### src/rtl/oc8051_ecall_unit_pkg.sv
`default_nettype none
// ============================================================================
// Module      : oc8051_ecall_unit_pkg
// Description : Shared fault codes and sequencer state encoding for the
//               secure-call (ECALL/ERET) unit of the 8051 core.
// Revision    : 1.0 - initial release
// ============================================================================
package oc8051_ecall_unit_pkg;

   // Sticky fault codes reported on fault_code
   localparam logic [1:0] OC8051_ECALL_F_NONE = 2'b00;
   localparam logic [1:0] OC8051_ECALL_F_OVF  = 2'b01;
   localparam logic [1:0] OC8051_ECALL_F_UNF  = 2'b10;
   localparam logic [1:0] OC8051_ECALL_F_ILL  = 2'b11;

   // Entry/return sequencer states
   typedef enum logic [2:0] {
      ST_IDLE   = 3'd0,
      ST_E_PUSH = 3'd1,
      ST_E_JUMP = 3'd2,
      ST_R_POP  = 3'd3,
      ST_R_JUMP = 3'd4
   } ecall_state_t;

endpackage : oc8051_ecall_unit_pkg
`default_nettype wire

### src/rtl/oc8051_ecall_unit_ret_stack.sv
`default_nettype none
// ============================================================================
// Module      : oc8051_ret_stack
// Description : DEPTH x 16 private hardware return stack (LIFO). Entries are
//               never cleared; only the occupancy pointer moves. The top entry
//               is presented combinationally on pop_data.
// Revision    : 1.0 - initial release
// ============================================================================
module oc8051_ret_stack #(
   parameter int DEPTH = 4
) (
   input  logic                       clk,
   input  logic                       rst,
   input  logic                       push,
   input  logic                       pop,
   input  logic [15:0]                push_data,
   output logic [15:0]                pop_data,
   output logic [$clog2(DEPTH):0]     depth,
   output logic                       full,
   output logic                       empty
);

   localparam int c_AW = $clog2(DEPTH);
   localparam int c_DW = c_AW + 1;

   logic [15:0]     r_mem [DEPTH];
   logic [c_DW-1:0] r_depth;
   logic [c_AW-1:0] w_wr_idx;
   logic [c_AW-1:0] w_rd_idx;

   // Write slot is the current occupancy; top entry sits one below it
   assign w_wr_idx = r_depth[c_AW-1:0];
   assign w_rd_idx = w_wr_idx - c_AW'(1);

   assign full     = (r_depth == c_DW'(DEPTH));
   assign empty    = (r_depth == '0);
   assign depth    = r_depth;
   assign pop_data = r_mem[w_rd_idx];

   // Occupancy pointer: guarded so a stray push/pop can never wrap it
   always_ff @(posedge clk) begin
      if (rst) begin
         r_depth <= '0;
      end else if (push && !full) begin
         r_depth <= r_depth + c_DW'(1);
      end else if (pop && !empty) begin
         r_depth <= r_depth - c_DW'(1);
      end
   end

   // Storage array: written on push only, contents survive pops and reset
   always_ff @(posedge clk) begin
      if (push && !full) begin
         r_mem[w_wr_idx] <= push_data;
      end
   end

endmodule : oc8051_ret_stack
`default_nettype wire

### src/rtl/oc8051_ecall_unit.sv
`default_nettype none
// ============================================================================
// Module      : oc8051_ecall_unit
// Description : Secure-call sequencer. ECALL pushes the return PC, redirects
//               fetch to the latched ETR target and raises secure mode; ERET
//               pops the return PC and restores it. Illegal requests raise a
//               sticky fault without touching stack, secure flag or PC.
// Revision    : 1.0 - initial release
// ============================================================================
module oc8051_ecall_unit
   import oc8051_ecall_unit_pkg::*;
#(
   parameter int DEPTH = 4
) (
   input  logic                       clk,
   input  logic                       rst,
   input  logic                       ecall_req,
   input  logic                       eret_req,
   input  logic [15:0]                pc,
   input  logic [15:0]                etr,
   input  logic                       fault_clr,
   output logic                       stall,
   output logic                       pc_wr,
   output logic [15:0]                pc_target,
   output logic                       secure,
   output logic [$clog2(DEPTH):0]     depth,
   output logic                       fault,
   output logic [1:0]                 fault_code
);

   ecall_state_t r_state;
   ecall_state_t w_state_nxt;

   logic        w_push;
   logic        w_pop;
   logic        w_accept_e;
   logic        w_fault_set;
   logic [1:0]  w_fault_code;

   logic [15:0] r_ret_pc;
   logic [15:0] r_target;
   logic        r_secure;
   logic        r_fault;
   logic [1:0]  r_fault_code;

   logic [15:0] w_stk_top;
   logic        w_stk_full;
   logic        w_stk_empty;

   oc8051_ret_stack #(
      .DEPTH (DEPTH)
   ) u_ret_stack (
      .clk       (clk),
      .rst       (rst),
      .push      (w_push),
      .pop       (w_pop),
      .push_data (r_ret_pc),
      .pop_data  (w_stk_top),
      .depth     (depth),
      .full      (w_stk_full),
      .empty     (w_stk_empty)
   );

   // State register
   always_ff @(posedge clk) begin
      if (rst) begin
         r_state <= ST_IDLE;
      end else begin
         r_state <= w_state_nxt;
      end
   end

   // Next-state, stack strobes and fault detection; requests only honoured in IDLE
   always_comb begin
      w_state_nxt  = r_state;
      w_push       = 1'b0;
      w_pop        = 1'b0;
      w_accept_e   = 1'b0;
      w_fault_set  = 1'b0;
      w_fault_code = OC8051_ECALL_F_NONE;
      case (r_state)
         ST_IDLE: begin
            if (ecall_req && eret_req) begin
               w_fault_set  = 1'b1;
               w_fault_code = OC8051_ECALL_F_ILL;
            end else if (ecall_req) begin
               if (w_stk_full) begin
                  w_fault_set  = 1'b1;
                  w_fault_code = OC8051_ECALL_F_OVF;
               end else if (etr == 16'h0000) begin
                  w_fault_set  = 1'b1;
                  w_fault_code = OC8051_ECALL_F_ILL;
               end else begin
                  w_accept_e  = 1'b1;
                  w_state_nxt = ST_E_PUSH;
               end
            end else if (eret_req) begin
               if (w_stk_empty) begin
                  w_fault_set  = 1'b1;
                  w_fault_code = OC8051_ECALL_F_UNF;
               end else begin
                  w_state_nxt = ST_R_POP;
               end
            end
         end
         ST_E_PUSH: begin
            w_push      = 1'b1;
            w_state_nxt = ST_E_JUMP;
         end
         ST_E_JUMP: begin
            w_state_nxt = ST_IDLE;
         end
         ST_R_POP: begin
            w_pop       = 1'b1;
            w_state_nxt = ST_R_JUMP;
         end
         ST_R_JUMP: begin
            w_state_nxt = ST_IDLE;
         end
         default: begin
            w_state_nxt = ST_IDLE;
         end
      endcase
   end

   // Return-PC / target latches and secure flag. ETR is captured at acceptance
   // so later ETR writes cannot redirect an in-flight entry.
   always_ff @(posedge clk) begin
      if (rst) begin
         r_ret_pc <= 16'h0000;
         r_target <= 16'h0000;
         r_secure <= 1'b0;
      end else begin
         if (w_accept_e) begin
            r_ret_pc <= pc;
            r_target <= etr;
         end
         if (w_pop) begin
            r_target <= w_stk_top;
         end
         if (r_state == ST_E_JUMP) begin
            r_secure <= 1'b1;
         end else if (r_state == ST_R_JUMP) begin
            // Depth already reflects the pop; stay secure while frames remain
            r_secure <= !w_stk_empty;
         end
      end
   end

   // Sticky fault: a new fault beats a simultaneous clear
   always_ff @(posedge clk) begin
      if (rst) begin
         r_fault      <= 1'b0;
         r_fault_code <= OC8051_ECALL_F_NONE;
      end else if (w_fault_set) begin
         r_fault      <= 1'b1;
         r_fault_code <= w_fault_code;
      end else if (fault_clr) begin
         r_fault      <= 1'b0;
         r_fault_code <= OC8051_ECALL_F_NONE;
      end
   end

   assign stall      = (r_state != ST_IDLE);
   assign pc_wr      = (r_state == ST_E_JUMP) || (r_state == ST_R_JUMP);
   assign pc_target  = r_target;
   assign secure     = r_secure;
   assign fault      = r_fault;
   assign fault_code = r_fault_code;

endmodule : oc8051_ecall_unit
`default_nettype wire

### config.mk
export PLATFORM = sky130hd
export DESIGN_NAME = oc8051_ecall_unit
export DESIGN_NICKNAME = d
export VERILOG_FILES = /design/src/rtl/oc8051_ecall_unit_pkg.sv /design/src/rtl/oc8051_ecall_unit_ret_stack.sv /design/src/rtl/oc8051_ecall_unit.sv
export SDC_FILE = /design/constraint.sdc
export NUM_CORES = 1
export LEC_CHECK = 0
export BUFFER_PORTS_ARGS = -buffer_cell sky130_fd_sc_hd__buf_4
export CAP_MARGIN = 0
export CORE_MARGIN = 5
export CORE_UTILIZATION = 53
export CTS_CLUSTER_SIZE = 20
export DETAILED_ROUTE_END_ITERATION = 7
export PLACE_DENSITY_LB_ADDON = 0.08
export SLEW_MARGIN = 20
export SYNTH_ARGS = -nofsm -noshare
export SYNTH_HDL_FRONTEND = slang
export SYNTH_SLANG_ARGS = --single-unit
### constraint.sdc
create_clock -name clk -period 3.3 [get_ports clk]
set_input_delay 0.165 -clock clk [delete_from_list [all_inputs] [get_ports clk]]
set_output_delay 0.165 -clock clk [all_outputs]
set_load 0.005 [all_outputs]
# After elaboration in Yosys (flattened, before gate mapping)
# Memory sizes are Yosys's and may differ from the RTL's.
# Cells that the tools add are included.
[classes]
eq_ne = 10
mux = 40
div = 0
n_addsub = 3
n_reduce_logical = 15
n_shift = 0
n_bitwise = 0
order_cmp = 0
multipliers = 0
[op_table]
columns = ["op", "count"]
rows = [
  ["two-way mux 16 bit", 2],
  ["two-way mux 3 bit", 8],
  ["two-way mux 1 bit", 20],
  ["two-way mux 2 bit", 9],
  ["logical NOT 16 bit", 1],
  ["!= test 3 bit, second input constant", 4],
  ["one-hot mux 3 bit (3 select lines)", 1],
  ["nonzero test 2 bit", 4],
  ["== test 3 x 2 -> 1 bit, second input constant", 2],
  ["== test 3 bit, second input constant", 2],
  ["logical NOT 3 bit", 2],
  ["AND reduction 5 bit", 1],
  ["adder 3 x 1 -> 3 bit, second input constant", 1],
  ["== test 3 x 1 -> 1 bit, second input constant", 1],
  ["logical AND 1 bit", 3],
  ["nonzero test 3 bit", 1],
  ["subtractor 3 x 1 -> 3 bit, second input constant", 1],
  ["logical NOT 1 bit", 2],
  ["!= test 2 bit, second input constant", 1],
  ["subtractor 2 x 1 -> 2 bit, second input constant", 1],
  ["logical OR 1 bit", 1],
]
[totals]
wordCells = 76
mem_count = 1
ramBits = 64
register_bits = 42
latchBits = 0
romBits = 0
[memory_table]
columns = ["name", "depth", "width", "read_ports", "rd_clocked_by_memory_dff", "wr", "line", "rtl"]
rows = [
  ["u_ret_stack.r_mem", 4, 16, 1, 0, 1, "oc8051_ecall_unit_ret_stack.sv:26", "logic [15:0] r_mem [DEPTH];"],
]

# Depth between registers and ports, before layout
# Gate-level depths: netlist (run 1).
[logic_depth]
word_depth = 8
depth_mapped = 12
ltp_nobuf = 9

# Hierarchy
# A second synthesis (run 1) with hierarchy kept.
[hier_totals]
cells_unflattened = 340
hier_area_um2 = 4539.4
[modules_own_cells]
columns = ["module", "area_per_inst_um2", "cells_each", "seq_area_each_um2", "instances"]
rows = [
  ["oc8051_ret_stack", 2700.1, 129, 1981.9, 1],
  ["oc8051_ecall_unit", 1839.3, 211, 780.7, 1],
]

# Least setup slack after synthesis (run 1)
# OpenSTA, ideal clock, no wires.
[synth_path]
kind = "reg2reg"
from = "reg u_ret_stack.r_depth[0] (netlist: u_ret_stack.depth[0])"
to = "reg u_ret_stack.r_depth[2] (netlist: u_ret_stack.depth[2])"
path_slack_ns = 0.663
t_arrival_ns = 2.567
path_buffers = 3
path_stages_with_launch = 13
path_cell_list = "dfxtp_1 -> buf_4 -> buf_4 -> inv_1 -> ha_1 -> buf_2 -> a21oi_1 -> inv_1 -> fa_1 -> or3_1 -> o21ai_0 -> nand2_1 -> a21oi_1"
[synth_between]
elab_chain_len = 4
word_cells_on_any_way = 11
cone_classes = "2 x add/sub; 1 x eq/ne; 2 x mux; 6 x reduce/logical"
[synth_lines]
columns = ["item", "line", "rtl"]
rows = [
  ["from (decl)", "oc8051_ecall_unit_ret_stack.sv:27", "logic [c_DW-1:0] r_depth;"],
  ["from (signal assigned)", "oc8051_ecall_unit_ret_stack.sv:45", "r_depth <= r_depth + c_DW'(1);"],
  ["from (signal assigned)", "oc8051_ecall_unit_ret_stack.sv:47", "r_depth <= r_depth - c_DW'(1);"],
  ["parallel branches: the longest is 4 deep, another holds subtractor 3 x 1 -> 3 bit", "n/a", ""],
]
# Parallel ways; which one is timed is not known. The select of a mux whose other input is x is not followed.
# A chain may end at the register's enable or synchronous reset.

# Worst setup path in the final report (run 1)
[layout_path]
from = "reg u_ret_stack.r_depth[1] (netlist: u_ret_stack.depth[1])"
to = "reg u_ret_stack.r_depth[2] (netlist: u_ret_stack.depth[2])"
# The elaborated chain is that of the path after synthesis.

==> summary.log, run 1 <==
qor: synth.post_synth_num_cell_types 46
qor: critical_path.r2r_end u_ret_stack.depth[2]$_SDFFE_PP0P_
qor: synth.synth_top_cell_area_share 43.6%
qor: hold_path.min-delay-start pc[8]
qor: routing.totalWireLength 9020 um
qor: critical_path.cp_slowest_cell dfxtp_1
qor: placed_design.dp_hpwl 5960 um
qor: clocking.cts-hold-fix-buffers 0
qor: synth.ys_top_cells_by_area edfxtp_1 (44%), dfxtp_1 (19%), mux4_2 (8.2%)
qor: critical_path.end_kind flip-flop
qor: critical_path.timing.critical_path.max_delay_family adder cells
qor: placed_design.gp_routability_congestion 0.822
qor: layout.area_delta_synth_final 15.3%
qor: sta.rsz0062_at_grt no
qor: grt.grt_max_degree 35
qor: grt.global_route.overflow_total 0
qor: layout.regArea 0.00276 mm2
qor: routing.vias_per_cell 5.65
qor: critical_path.timing.reg2reg.setup_slack 0.91 ns
qor: sta.transition_at_the_pin_with_the_smallest_max_transition_slack 0.861 ns
qor: sta.setup_total_negative_slack 0 ns
qor: synth.yosysSeqAreaShare 62.7%
qor: critical_path.critical_path_fanouts_max 9
qor: floorplan.placeableCoreArea 0.00818 mm2
qor: hold_path.min_to r_ret_pc[8]$_SDFFE_PP0P_
qor: clocking.postCtsResizedCells 0
qor: clocking.buffers_inserted_during_post_cts_setup_optimization 0
qor: synth.ys_ff_latch 106
qor: sta.setup-violations-final 0
qor: synth.postSynthCellCount 336
qor: pwr.peakVddDrop 0.000235 V
qor: routing.first_pass_iters 4
qor: pwr.p_leak 0.00175 uW
qor: critical_path.worst-endpoint-arrival 2.69 ns
qor: synth.post_synth_instance_area 0.00441 mm2
qor: critical_path.timing.rr.start u_ret_stack.depth[1]$_SDFFE_PP0P_
qor: clocking.tritoncts.num_buffers 9
qor: clocking.cts_tree built
qor: critical_path.critical_path.cell_chain inv_1, ha_1, a21oi_1, inv_1, fa_1, or3_1, o21ai_0, nand2_1, a21oi_1
qor: critical_path.timing_worst_setup_path_type flip-flop to flip-flop
qor: critical_path.setup.worst_path.start u_ret_stack.depth[1]$_SDFFE_PP0P_
qor: floorplan.floorplan.die_area 0.0102 mm2
qor: grt.track_usage 18.7%
qor: clocking.cts_max_path_buffers 2
qor: status.status complete, no violations
qor: routing.routed-via-count 2,807
qor: clocking.path_clk_slew 0.10 ns
qor: clocking.ctsRootBufferMaster clkbuf_8
qor: routing.initialDrtViolationCount 125
qor: grt.grt_antenna_before_repair 0
qor: routing.final_antenna_net_count 0
qor: run.timing.max_cap.violations 0
qor: hold_path.worst_hold_path_type input port to flip-flop
qor: floorplan.initial_core_utilization 53.9%
qor: clocking.h_tree_level_count 3
qor: routing.wire_per_inst 18.1 um
qor: sta.fin_crit_sh 72.5%
qor: floorplan.boundaryPins 62
qor: critical_path.rr_worst_depth 9
qor: critical_path.critical_path.max_stage_delay 0.47 ns
qor: synth.yosys_warnings 0
qor: critical_path.cp-start-kind flip-flop
qor: hold_path.cells_on_worst_hold_path 3
qor: pwr.power_per_cell_area 555 mW/mm2
qor: synth.synth_fp_nets 378
qor: critical_path.crit_required 3.60 ns
qor: placed_design.port-buffer-count 61
qor: clocking.clock_sink_count 106
qor: sta.hold_vio_cnt_final 0
qor: sta.smallest_setup_slack_after_layout 0.907 ns
qor: floorplan.std_cell_rows 33
qor: sta.clock_skew 0.0109 ns
qor: clocking.insertion_delay 0.36 ns
qor: grt.number_of_global_route_vias_before_repair 2,812
qor: floorplan.die_height 101 um
qor: sta.finalWorstPathRequiredPeriod 2.39 ns
qor: layout.layout_cells_sized_above_1 27.6%
qor: layout.nFillCells 669
qor: floorplan.die_w 101 um
qor: critical_path.crit_buf_inv 2
qor: grt.first_pass_grt_wire_length 14,600 um
qor: routing.drc_errors 0
qor: synth.synth_largest_area_cell edfxtp_1
qor: synth.mean_area_per_synthesized_cell 13.1 um2
qor: layout.antenna_cells_inserted 0
qor: sta.final-max-slew-violation-count 0
qor: placed_design.post-place-ws 0.938 ns
qor: sta.max-slew-margin-rel 42.6%
qor: layout.nets 429
qor: sta.clock.fmax 418 MHz
qor: layout.multiInputGateArea 0.00147 mm2
## per-stage QoR
step	hold slack [ns]	area [um2]	power, uW	std cells	util [%]
2_1_floorplan	0.313	4410	1880	336	-
3_3_place_gp	0.432	4880	2040	481	59.7
3_5_place_dp	0.436	4880	2050	481	59.7
4_1_cts	0.0371	5080	2840	497	62.2
5_1_grt	0.0287	5080	2960	497	62.2
6_report	0.0564	5080	2820	497	62.2
## final cells by class
| type | count | share of cell area, % |
|---|---|---|
| Timing Repair Buffer | 67 | 9.90 |
| Multi-Input combinational cell | 198 | 28.8 |
| Inverter | 5 | 0.369 |
| Clock buffer | 10 | 2.51 |
| Clock inverter | 6 | 1.43 |
| Sequential cell | 106 | 54.4 |
| Tap cell | 105 | 2.59 |
## cell usage in the layout (no fill, tap or decap), types with 2 or more instances in the layout
master,synthesis,layout
nand2b_1,5,5
a21o_1,2,2
nand4_1,17,17
nor4_2,4,4
o21ai_1,10,10
nand3_1,16,16
edfxtp_1,64,64
xnor2_1,2,2
and2_1,3,3
dfxtp_1,42,42
inv_6,0,3
mux4_2,16,16
clkbuf_8,0,9
ha_1,4,4
a31oi_1,3,3
buf_4,7,67
inv_1,5,5
o211ai_1,16,16
o21ai_0,8,8
a21oi_1,21,21
nor2_1,10,10
nand2_1,38,38
## worst min-delay path: stages
cell and delay, ns:
buf_4 0.11, nand3_1 0.05, a21oi_1 0.05
## flip-flops by register name, indices dropped and copies added, names as in the netlist
name	cells
fault_code	2
pc_target	16
r_state	3
u_ret_stack.depth	3
fault	1
r_ret_pc	16
u_ret_stack.r_mem	64
secure	1
## synthesized netlist by cell type (all sizes together)
cell and n:
edfxtp 64, dfxtp 42, nand2 38, a21oi 22, o21ai 18, buf 17, nand3 17, nand4 17
mux4 16, o211ai 16, nor2 11, clkbuf 10, inv 5, nand2b 5, nor4 5, a31oi 4
ha 4, and2 3, a21o 2, nor3 2, nor3b 2, xnor2 2, a211oi 1, a32o 1
and3 1, and3b 1, and4 1, fa 1, mux2i 1, nand3b 1, nand4b 1, nor2b 1
o31a 1, o31ai 1, or3 1, xor2 1
## layer usage
layer	vias up	global-route usage, %	routed length (um)
met3	10	4.13	642
met2	82	29.3	4220
li1	1374	-	-
met4	0	5.21	111
met5	-	0	0
met1	1341	26.6	4050
## report_power, final
part	leakage, uW	switching, uW	internal, uW
clock network	0.0000979	445	361
logic	0.000716	241	229
registers	0.000934	58.1	1490
total	0.00175	745	2080
## cell families after synthesis
| logic type | count (synthesis) | share of synthesized area [%] |
|---|---|---|
| simple gates | 107 | 13.5 |
| flops | 106 | 62.7 |
| compound gates | 66 | 9.17 |
| buf+inv | 32 | 4.03 |
| mux | 17 | 8.41 |
| fa+ha+maj | 5 | 1.59 |
| xor+xnor | 3 | 0.597 |
## how the worst max path moves through the flow
stage                                        end  depth (start not counted)
3_3_place_gp   u_ret_stack.depth[2]$_SDFFE_PP0P_                          9
3_5_place_dp   u_ret_stack.depth[2]$_SDFFE_PP0P_                          9
2_1_floorplan  u_ret_stack.depth[2]$_SDFFE_PP0P_                         12
6_report       u_ret_stack.depth[2]$_SDFFE_PP0P_                          9
4_1_cts        u_ret_stack.depth[2]$_SDFFE_PP0P_                          9
5_1_grt        u_ret_stack.depth[2]$_SDFFE_PP0P_                          9
No activity file was read; power rests on OpenSTA's default activity.
==> run 2, diff against run 1 <==
Clock period 3.3 ns to 2.4 ns, I/O delays scaled along.
==> summary.log, run 2 (synthesized netlist as in run 1, its figures left out) <==
qor: status.status complete, no violations
qor: sta.setup_total_negative_slack 0 ns
qor: grt.grt_use_met2 29.6%
qor: grt.grt_use_met1 25.6%
qor: routing.initialDrtViolationCount 149
qor: layout.layout.cells.most_common buf_4
qor: placed_design.port-buffer-count 61
qor: floorplan.initial_core_utilization 53.9%
qor: pwr.power_per_cell_area 736 mW/mm2
qor: floorplan.floorplan.die_area 0.0102 mm2
qor: clocking.h_tree_level_count 3
qor: placed_design.gp_routability_congestion 0.768
qor: clocking.path_clk_slew 0.10 ns
qor: layout.largest_register_ff_count 64
qor: clocking.tritoncts.num_buffers 9
qor: sta.finalWorstPathRequiredPeriod 2.23 ns
qor: critical_path.timing.critical_path.max_delay_family adder cells
qor: sta.hold_vio_cnt_final 0
qor: floorplan.placeableCoreArea 0.00818 mm2
qor: floorplan.std_cell_rows 33
qor: routing.totalWireLength 8820 um
qor: routing.final_antenna_net_count 0
qor: pwr.peakVddDrop 0.000361 V
qor: floorplan.boundaryPins 62
qor: sta.clock_skew 0.0114 ns
qor: critical_path.critical_path.cell_chain inv_1, ha_1, a21oi_2, inv_1, fa_1, or3_1, o21ai_0, nand2_1, a21oi_1
qor: routing.wire_per_inst 17.4 um
qor: routing.first_pass_iters 4
qor: grt.grt_max_degree 35
qor: critical_path.crit_buf_inv 2
qor: sta.clock.fmax 449 MHz
qor: sta.final-max-slew-violation-count 0
qor: grt.first_pass_grt_wire_length 14,500 um
qor: critical_path.cp_slowest_cell dfxtp_1
qor: critical_path.crit_required 2.69 ns
qor: placed_design.place_inst 492
qor: pwr.p_leak 0.00180 uW
qor: run.timing.max_cap.violations 0
qor: clocking.clock_sink_count 106
qor: layout.fin_cells 508
qor: placed_design.dp_hpwl 5960 um
qor: sta.whs 0.0176 ns
qor: layout.area_delta_synth_final 16.9%
qor: floorplan.die_w 101 um
qor: clocking.insertion_delay 0.35 ns
qor: clocking.buffers_inserted_during_post_cts_setup_optimization 0
qor: critical_path.timing_worst_setup_path_type flip-flop to flip-flop
qor: grt.track_usage 18.4%
qor: sta.max-slew-margin-rel 51.0%
qor: layout.top_register u_ret_stack.r_mem
qor: clocking.ctsRootBufferMaster clkbuf_8
qor: grt.gr-max-usage-layer met2
qor: sta.setup-violations-final 0
qor: grt.number_of_global_route_vias_before_repair 2,874
qor: layout.layout_cells_sized_above_1 30.0%
qor: grt.gr-usage-met3 4.13%
qor: critical_path.critical-path-top-cell-by-count inv_1
qor: critical_path.critical_path_fanouts_max 6
qor: routing.drc_errors 0
qor: floorplan.die_height 101 um
qor: critical_path.cp-start-kind flip-flop
qor: clocking.cts_tree built
qor: layout.layout.cells.most_common_list buf_4 (78), edfxtp_1 (64), dfxtp_1 (41)
qor: routing.vias_per_cell 5.69
qor: hold_path.worst_hold_path_type input port to flip-flop
qor: sta.rsz0062_at_grt no
qor: layout.antenna_cells_inserted 0
qor: clocking.postCtsResizedCells 0
qor: critical_path.worst-endpoint-arrival 2.51 ns
qor: clocking.cts_max_path_buffers 2
qor: layout.nets 440
qor: grt.global_route.overflow_total 0
qor: routing.routed-via-count 2,891
qor: sta.fin_crit_sh 92.7%
qor: sta.transition_at_the_pin_with_the_smallest_max_transition_slack 0.734 ns
qor: critical_path.critical_path.max_stage_delay 0.45 ns
qor: critical_path.end_kind flip-flop
qor: grt.grt_antenna_before_repair 0
qor: clocking.cts-hold-fix-buffers 0
## run 2: cell count changes in the layout (fill, tap and decap cells not counted), sizes merged
cell / before / now
buf: 67 / 78
clkinv: 1 / 2
bufinv: 1 / 0
## run 2: through the flow
step / instance area [um2] / utilization [%] / setup slack, ns / power, uW
after floorplan: 4430 / - / 0.0221 / 2600
after global routing: 5150 / 63.0 / 0.0498 / 4000
final: 5150 / 63.0 / 0.174 / 3790
after global placement: 4970 / 60.8 / 0.287 / 2840
after detailed placement: 4970 / 60.8 / 0.194 / 2850
after CTS: 5150 / 63.0 / 0.165 / 3820
## run 2: final timing paths
path / from / endpoint / slack, ns / depth (start not counted)
min: pc[2] / r_ret_pc[2]$_SDFFE_PP0P_ / 0.02 / 3
max reg2reg: u_ret_stack.depth[1]$_SDFFE_PP0P_ / u_ret_stack.depth[2]$_SDFFE_PP0P_ / 0.17 / 9
max: u_ret_stack.depth[1]$_SDFFE_PP0P_ / u_ret_stack.depth[2]$_SDFFE_PP0P_ / 0.17 / 9
min reg2reg: pc_target[2]$_SDFFE_PP0P_ / pc_target[2]$_SDFFE_PP0P_ / 0.49 / 2
## run 2: area by class of cell
| type | count | area, um2 |
|---|---|---|
| fillers | 643 | 3030 |
| flip-flops and latches | 106 | 2770 |
| multi-input cells | 198 | 1470 |
| repair buffers | 78 | 586 |
| well taps | 105 | 131 |
| clock buffers | 10 | 128 |
| clock inverters | 6 | 50.0 |
| inverters | 5 | 18.8 |
## run 2: report_power, final
group / leakage (uW) / switching [uW] / total, uW / internal (uW)
logic: 0.000773 / 362 / 699 / 336
clock network: 0.0000892 / 598 / 991 / 393
registers: 0.000934 / 58.9 / 2100 / 2040
total: 0.00180 / 1020 / 3790 / 2770
## run 2: metal layers
metal  share of wire [%]  up-vias
met1                  46     1397
met5                   0        -
met4                0.33        0
li1                    -     1394
met2                  46       98
met3                 7.3        2
## run 2: worst register-to-register path, stage by stage (launching register included)
cell,delay [ns]
dfxtp_1,0.45
inv_1,0.11
ha_1,0.26
a21oi_2,0.19
inv_1,0.07
fa_1,0.40
or3_1,0.35
o21ai_0,0.14
nand2_1,0.07
a21oi_1,0.11
==> run 3, diff against run 2 <==
Settings changed: PLACE_DENSITY from default to 0.8, PLACE_DENSITY_LB_ADDON 0.08 to default, SLEW_MARGIN 20 to default.
==> summary.log, run 3 (synthesized netlist as in run 1, its figures left out) <==
qor: status.status complete, no violations
qor: hold_path.cells_on_worst_hold_path 3
qor: pwr.clock_power_share 26.2%
qor: sta.clock_skew 0.0103 ns
qor: sta.max-slew-margin-rel 50.8%
qor: floorplan.boundaryPins 62
qor: sta.fin_crit_sh 92.6%
qor: layout.largest_register_ff_count 64
qor: routing.routed-via-count 2,980
qor: clocking.cts_max_path_buffers 2
qor: layout.antenna_cells_inserted 0
qor: layout.top_register u_ret_stack.r_mem
qor: clocking.tritoncts.num_buffers 9
qor: critical_path.timing.critical_path.max_delay_family adder cells
qor: pwr.p_total 3810 uW
qor: layout.nets 441
qor: critical_path.crit_buf_inv 2
qor: critical_path.critical_path.max_stage_delay 0.45 ns
qor: floorplan.floorplan.die_area 0.0102 mm2
qor: sta.setup-violations-final 0
qor: layout.area_delta_synth_final 17.2%
qor: critical_path.end_kind flip-flop
qor: sta.rsz0062_at_grt no
qor: critical_path.critical_path_fanouts_max 6
qor: placed_design.placedInstanceArea 0.00496 mm2
qor: clocking.path_clk_slew 0.10 ns
qor: pwr.peakVddDrop 0.000427 V
qor: routing.totalWireLength 9110 um
qor: layout.nFillCells 653
qor: critical_path.critical_path.cell_chain inv_1, ha_1, a21oi_2, inv_1, fa_1, or3_1, o21ai_0, nand2_1, a21oi_1
qor: layout.layout.cells.most_common_list buf_4 (77), edfxtp_1 (64), dfxtp_1 (41)
qor: routing.drc_errors 0
qor: clocking.h_tree_level_count 3
qor: layout.layout_cells_sized_above_1 29.5%
qor: pwr.p_leak 0.00180 uW
qor: clocking.ctsRootBufferMaster clkbuf_8
qor: floorplan.die_height 101 um
qor: pwr.net-switching-power 1010 uW
qor: sta.final-max-slew-violation-count 0
qor: sta.clock.fmax 450 MHz
qor: grt.grt_max_degree 35
qor: routing.wire_per_inst 17.9 um
qor: run.timing.max_cap.violations 0
qor: placed_design.post-place-ws 0.192 ns
qor: layout.post_route_design_area 0.00516 mm2
qor: clocking.buffers_inserted_during_post_cts_setup_optimization 0
qor: placed_design.port-buffer-count 61
qor: sta.setup_total_negative_slack 0 ns
qor: floorplan.placeableCoreArea 0.00818 mm2
qor: critical_path.cp-start-kind flip-flop
qor: placed_design.dp_hpwl 6280 um
qor: routing.first_pass_iters 5
qor: grt.first_pass_grt_wire_length 15,000 um
qor: layout.layout.cells.most_common buf_4
qor: critical_path.worst-endpoint-arrival 2.52 ns
qor: sta.hold_vio_cnt_final 0
qor: floorplan.die_w 101 um
qor: grt.number_of_global_route_vias_before_repair 3,048
qor: pwr.power_per_cell_area 737 mW/mm2
qor: clocking.clock_sink_count 106
qor: pwr.power_switching_share 26.6%
qor: grt.global_route.overflow_total 0
qor: floorplan.std_cell_rows 33
qor: clocking.cts_tree built
qor: critical_path.timing.rr.start u_ret_stack.depth[1]$_SDFFE_PP0P_
qor: sta.finalWorstPathRequiredPeriod 2.22 ns
qor: routing.initialDrtViolationCount 249
qor: routing.vias_per_cell 5.85
qor: hold_path.min-delay-start pc[14]
qor: floorplan.initial_core_utilization 53.9%
qor: routing.final_antenna_net_count 0
qor: sta.transition_at_the_pin_with_the_smallest_max_transition_slack 0.737 ns
qor: grt.track_usage 19.1%
qor: pwr.cellInternalPower 2790 uW
qor: critical_path.critical-path-top-cell-by-count inv_1
qor: sta.smallest_setup_slack_after_layout 0.177 ns
qor: hold_path.worst_hold_path_type input port to flip-flop
qor: pwr.p_comb_share 18.5%
qor: critical_path.crit_required 2.70 ns
qor: critical_path.rr_worst_depth 9
qor: pwr.seq_power_share 55.3%
qor: critical_path.timing.reg2reg.setup_slack 0.18 ns
qor: critical_path.r2r_end u_ret_stack.depth[2]$_SDFFE_PP0P_
qor: grt.grt_antenna_before_repair 0
qor: hold_path.min_to r_ret_pc[14]$_SDFFE_PP0P_
qor: placed_design.gp_routability_congestion 0.818
qor: layout.finalCoreUtilization 63.1%
qor: critical_path.cp_slowest_cell dfxtp_1
qor: clocking.insertion_delay 0.36 ns
qor: critical_path.timing_worst_setup_path_type flip-flop to flip-flop
==> run 3: worst min-delay path, delay by kind of cell <==
family	cells	cell delay, ns
buffers and inverters	1	0.11
AND/OR/NAND/NOR	1	0.06
AO/OA/AOI/OAI	1	0.05
==> run 3: timing repair <==
item / CTS / global route
hold endpoints to repair: 2 / 0
hold buffers: 2 / 0
gates resized for setup: 0 / 0
setup endpoints to repair: 0 / 0
==> run 3: layout make-up <==
type / count / area (um2) / area share (%)
Multi-Input combinational cell: 198 / 1470 / 28.5
Timing Repair Buffer: 79 / 598 / 11.6
Clock buffer: 11 / 141 / 2.74
Sequential cell: 106 / 2770 / 53.6
Clock inverter: 5 / 37.5 / 0.727
Inverter: 5 / 18.8 / 0.364
Tap cell: 105 / 131 / 2.54
==> run 3: metrics by stage <==
stage	std cells	hold WS, ns
6_report	509	0.0153
5_1_grt	509	0.00752
4_1_cts	509	0.00400
3_5_place_dp	491	0.390
3_3_place_gp	491	0.386
2_1_floorplan	336	0.268
==> run 3: per-layer routing <==
metal  global-route usage, %  share of wire (%)  vias up  wire length [um]
li1                        -                  -     1398                 -
met1                    25.5                 42     1467              3830
met2                    31.1                 50      103              4600
met3                    3.65                6.1       12               553
met4                    7.06                1.4        0               127
met5                       0                  0        -                 0
==> run 3: power by group through the flow <==
| stage | Clock (uW) | Sequential (uW) | Combinational, uW |
|---|---|---|---|
| 2_1_floorplan | 0 | 2140 | 462 |
| 3_3_place_gp | 0 | 2140 | 686 |
| 3_5_place_dp | 0 | 2150 | 707 |
| 4_1_cts | 1020 | 2110 | 711 |
| 5_1_grt | 1110 | 2120 | 774 |
| 6_report | 998 | 2110 | 702 |
==> run 3: how the worst max path moves through the flow <==
| stage | from | endpoint | slack, ns | cells after the start |
|---|---|---|---|---|
| global route | u_ret_stack.depth[1]$_SDFFE_PP0P_ | u_ret_stack.depth[2]$_SDFFE_PP0P_ | 0.01 | 9 |
| detailed placement | u_ret_stack.depth[1]$_SDFFE_PP0P_ | u_ret_stack.depth[2]$_SDFFE_PP0P_ | 0.19 | 9 |
| floorplan | u_ret_stack.depth[0]$_SDFFE_PP0P_ | u_ret_stack.depth[2]$_SDFFE_PP0P_ | 0.02 | 12 |
| global placement | u_ret_stack.depth[1]$_SDFFE_PP0P_ | u_ret_stack.depth[2]$_SDFFE_PP0P_ | 0.29 | 9 |
| CTS | u_ret_stack.depth[1]$_SDFFE_PP0P_ | u_ret_stack.depth[2]$_SDFFE_PP0P_ | 0.17 | 9 |
| finish | u_ret_stack.depth[1]$_SDFFE_PP0P_ | u_ret_stack.depth[2]$_SDFFE_PP0P_ | 0.18 | 9 |
